[config.mk]
export PLATFORM = sky130hd
export DESIGN_NAME = e_ppn_mod_fix
export DESIGN_NICKNAME = d
export VERILOG_FILES = /design/src/rtl/e_ppn_mod_fix.sv
export SDC_FILE = /design/constraint.sdc
export NUM_CORES = 2
export LEC_CHECK = 0
export ABC_AREA = 1
export BUFFER_PORTS_ARGS = -buffer_cell sky130_fd_sc_hd__buf_2
export CELL_PAD_IN_SITES_DETAIL_PLACEMENT = 1
export CELL_PAD_IN_SITES_GLOBAL_PLACEMENT = 1
export CORE_ASPECT_RATIO = 0.8
export CORE_MARGIN = 10
export CORE_UTILIZATION = 42
export DETAILED_ROUTE_END_ITERATION = 8
export PLACE_DENSITY = 0.88
export SYNTH_ARGS = -nofsm -noshare
export SYNTH_HDL_FRONTEND = slang
export SYNTH_SLANG_ARGS = --single-unit
[constraint.sdc]
create_clock -name clk -period 7.2 [get_ports clk]
set_clock_uncertainty 0.2 [all_clocks]
set_input_delay 1.8 -clock clk [delete_from_list [all_inputs] [get_ports clk]]
set_output_delay 1.8 -clock clk [all_outputs]
set_load 0.01 [all_outputs]
[src/rtl/e_ppn_mod_fix.sv]
// Limb-serial modular correction: folds a raw add/sub result (plus carry/borrow)
// into [0, p) with at most one conditional subtraction or addition of p.
module e_ppn_mod_fix #(
  parameter int WIDTH = 256,
  parameter int LIMB  = 64
) (
  input  logic             clk,
  input  logic             reset_n,
  input  logic             start_i,
  input  logic             op_i,
  input  logic [WIDTH-1:0] data_i,
  input  logic             c_i,
  input  logic [WIDTH-1:0] p_i,
  output logic [WIDTH-1:0] data_o,
  output logic             corr_o,
  output logic             done_o,
  output logic             busy_o
);

  localparam int NLIMB = WIDTH / LIMB;
  localparam int IW    = (NLIMB > 1) ? $clog2(NLIMB) : 1;

  typedef enum logic [1:0] {IDLE, CAL, SEL} state_t;

  state_t           state, state_n;
  logic [IW-1:0]    idx;
  logic             carry;
  logic [WIDTH-1:0] d_r;
  logic [WIDTH-1:0] t_r;
  logic             op_r;
  logic             c_r;
  logic [LIMB-1:0]  d_limb;
  logic [LIMB-1:0]  p_limb;
  logic [LIMB:0]    limb_sum;
  logic             last_limb;
  logic             apply;

  always_ff @(posedge clk) begin
    if (!reset_n) state <= IDLE;
    else          state <= state_n;
  end

  always_comb begin
    state_n = state;
    case (state)
      IDLE:    if (start_i)   state_n = CAL;
      CAL:     if (last_limb) state_n = SEL;
      SEL:     state_n = IDLE;
      default: state_n = IDLE;
    endcase
  end

  // Add path computes d - p (d + ~p + 1); subtract path computes d + p.
  always_comb begin
    d_limb    = d_r[idx*LIMB +: LIMB];
    p_limb    = op_r ? p_i[idx*LIMB +: LIMB] : ~p_i[idx*LIMB +: LIMB];
    limb_sum  = {1'b0, d_limb} + {1'b0, p_limb} + {{LIMB{1'b0}}, carry};
    last_limb = (idx == IW'(NLIMB - 1));
    apply     = op_r ? c_r : (c_r | carry);
  end

  assign busy_o = (state != IDLE);

  always_ff @(posedge clk) begin
    if (!reset_n) begin
      idx    <= '0;
      carry  <= 1'b0;
      d_r    <= '0;
      t_r    <= '0;
      op_r   <= 1'b0;
      c_r    <= 1'b0;
      data_o <= '0;
      corr_o <= 1'b0;
      done_o <= 1'b0;
    end else begin
      done_o <= 1'b0;
      case (state)
        IDLE: begin
          if (start_i) begin
            d_r   <= data_i;
            op_r  <= op_i;
            c_r   <= c_i;
            idx   <= '0;
            carry <= ~op_i;
          end
        end
        CAL: begin
          t_r[idx*LIMB +: LIMB] <= limb_sum[LIMB-1:0];
          carry                 <= limb_sum[LIMB];
          idx                   <= idx + 1'b1;
        end
        SEL: begin
          data_o <= apply ? t_r : d_r;
          corr_o <= apply;
          done_o <= 1'b1;
        end
        default: ;
      endcase
    end
  end

endmodule

==> flow_summary.json <==
{
  "status": "finished clean",
  "slew_headroom_pct": 21.0,
  "drt_iter0_markers": 4833,
  "finalSetupViolations": 0,
  "syn_to_final_growth_pct": 18.4,
  "tightest_slew_ns": 1.18,
  "wire_per_inst_um": 25.9,
  "synth.avg_cell_area_sq_um": 6.62,
  "grt_setup_unrepaired": "no",
  "clk_path_buf_depth": 3,
  "postCtsResizedCells": 0,
  "ir_worst_vdd_v": 0.000179,
  "endpoint_kind": "flip-flop",
  "grt_max_degree": 246,
  "place_inst": 7479,
  "antenna_left": 0,
  "dpl.hpwl_mm": 141,
  "io_buffers": 775,
  "worstSkewPairLatency_ns": 0.68,
  "period_minus_slack_ns": 5.44,
  "yosysTopAreaCellShare_pct": 40.0,
  "die_y_um": 292,
  "fin_nets": 6938,
  "finalHoldViolCount": 0,
  "cts_hold_buf": 0,
  "row_count": 99,
  "crit_type": "reg2reg",
  "synthArstFlopShare_pct": 0,
  "hold_class": "reg2reg",
  "cap_viol_max_count": 0,
  "route.vias.total": 44700,
  "leakage_uw": 0.0202,
  "routabilityCongestion": 0.987,
  "final_cells": 7632,
  "ys.flop_type": "dfxtp_1",
  "arrival_ns": 5.81,
  "ys_seq_elements": 777,
  "core_area_sq_um": 91500,
  "syn-num-nets": 6459,
  "grt_use_total_pct": 35.6,
  "tritoncts": "done",
  "worst_ep_required_time_ns": 7.57,
  "antenna_found_initial": 21,
  "drc_errors": 0,
  "die_area_sq_um": 105000,
  "ioPinCount": 776,
  "synth_common_cells": "nand2_1, nor2_1, dfxtp_1, o21ai_0, clkbuf_1",
  "drt-vias-per-instance": 5.85,
  "totalWireLength_mm": 198,
  "critPathMaxFanout": 53,
  "powerDensity_nw_per_um2": 280,
  "ys_types": 42,
  "critPathLaunchType": "flip-flop",
  "post-route-period-util_pct": 75.6,
  "initial_core_util_pct": 42.5,
  "cts_setup_buffers": 0,
  "clkSinkCount": 777,
  "drive_above_1_share_pct": 16.2,
  "htreeDepth": 3,
  "setup-tns-final_ns": 0,
  "synth-edff-count": 0,
  "syn_area_sq_um": 38900,
  "synth_most_common_cell": "nand2_1",
  "gr-total-overflow": 0,
  "grt_pass1_vias": 44500,
  "yosys_warnings": 0,
  "yosys-top-cells-area": "dfxtp_1, nand2_1, o21ai_0, nor2_1, a31oi_1",
  "first_pass_iters": 6,
  "fmax_ghz": 0.184,
  "yosys.area.top_type": "dfxtp_1",
  "ys_seq_area_share_pct": 40.0,
  "clkSlewWorstSetupHoldPaths_ns": 0.06,
  "grt_first_pass_wirelength_mm": 290,
  "cts_made_buffers": 82,
  "clock-root-buffer": "clkbuf_16",
  "slew_violations": 0,
  "fp.dieW_um": 360,
  "synthCells": 5872
}
## final cells by class
class                      instances  area (sq um)
antenna                            9          22.5
clock buffer                     116          2370
clock inverter                    28           408
fill                           12200         45500
inverter                         361          1390
multi-input combinational       4313         20400
sequential                       777         15600
tap                             1212          1520
timing repair buffer             816          4360
## sequential cells by signal (all words and copies together) (netlist names)
name	flops
data_o	256
idx	2
c_r	1
d_r	256
op_r	1
state	2
t_r	256
done_o	1
carry	1
corr_o	1
## critical path: stages (launching register included)
cell and delay [ns]:
dfxtp_4 0.50, inv_4 0.50, buf_4 0.66, o21ai_0 0.21, o22ai_1 0.68, ha_1 0.38
nand2_1 0.20, nor2_1 0.28, nand2_1 0.23, nor2_1 0.35, nand3_1 0.31, nand2_1 0.18
nand2_1 0.07, nand2_2 0.12, nand4_1 0.10, a21oi_1 0.17
## layer usage
layer / GRT usage [%] / up-vias / routed length, um
li1: - / 20200 / -
met1: 48.1 / 21900 / 84900
met2: 54.3 / 2105 / 85400
met3: 9.58 / 404 / 20100
met4: 12.3 / 18 / 7350
met5: 0 / - / 109
## logic make-up (layout without fill, tap and decap cells)
group	count (synthesis)	in the layout	share of synthesized area [%]
AO/OA/AOI/OAI	1476	1476	20.4
XOR/XNOR	94	94	2.25
adder cells (fa/ha/maj)	70	70	2.29
buffers and inverters	782	1321	7.69
flip-flops	777	777	40.0
other	0	9	0
AND/OR/NAND/NOR	2673	2673	27.3
## per-stage QoR
| stage | instance area (sq um) | worst slack (ns) | util (%) | hold WS (ns) | power [uW] |
|---|---|---|---|---|---|
| floorplan | 38900 | 3.03 | - | 0.238 | 6880 |
| global placement | 43200 | 1.81 | 47.2 | 0.252 | 8320 |
| detailed placement | 43200 | 1.80 | 47.2 | 0.256 | 8390 |
| CTS | 46000 | 1.93 | 50.3 | 0.265 | 12800 |
| global route | 46000 | 1.52 | 50.3 | 0.279 | 13400 |
| finish | 46000 | 1.76 | 50.3 | 0.264 | 12900 |
## layout by cell type (no fill, tap or decap), types with 6 or more instances in the layout
cell type,Yosys,layout
nand2_1,1522,1517
nor2_1,888,884
dfxtp_1,777,775
buf_2,28,774
o21ai_0,773,773
inv_1,349,346
a21oi_1,295,294
a31oi_1,256,256
o22ai_1,127,127
nand3_1,124,124
xor2_1,85,85
clkbuf_16,0,83
ha_1,68,68
nand4_1,63,63
buf_4,2,28
nand2_2,27,27
clkbuf_8,1,17
nor3_1,16,16
clkbuf_1,364,16
nor2_2,13,13
clkinv_2,0,13
buf_12,0,13
diode_2,0,9
inv_2,10,7
nor2_4,3,7
nor3_2,7,7
xor2_2,7,7
a21oi_2,6,6
## power breakdown
part | leakage (uW) | switching, uW | total, uW | internal (uW)
Combinational | 0.0125 | 2860 | 3840 | 974
Clock | 0.00136 | 1930 | 4430 | 2500
Sequential | 0.00632 | 157 | 4620 | 4470
Total | 0.0202 | 4950 | 12900 | 7950
## path summary, 6_finish.rpt
kind	start	end	slack, ns	cells after the start
worst min-delay path	t_r[162]$_SDFFE_PN0P_	t_r[162]$_SDFFE_PN0P_	0.26	2
worst max-delay path	idx[1]$_SDFFE_PN0P_	t_r[120]$_SDFFE_PN0P_	1.76	15
worst min register to register	t_r[162]$_SDFFE_PN0P_	t_r[162]$_SDFFE_PN0P_	0.26	2
worst max register to register	idx[1]$_SDFFE_PN0P_	t_r[120]$_SDFFE_PN0P_	1.76	15
Power figures use the tool's default switching activity.
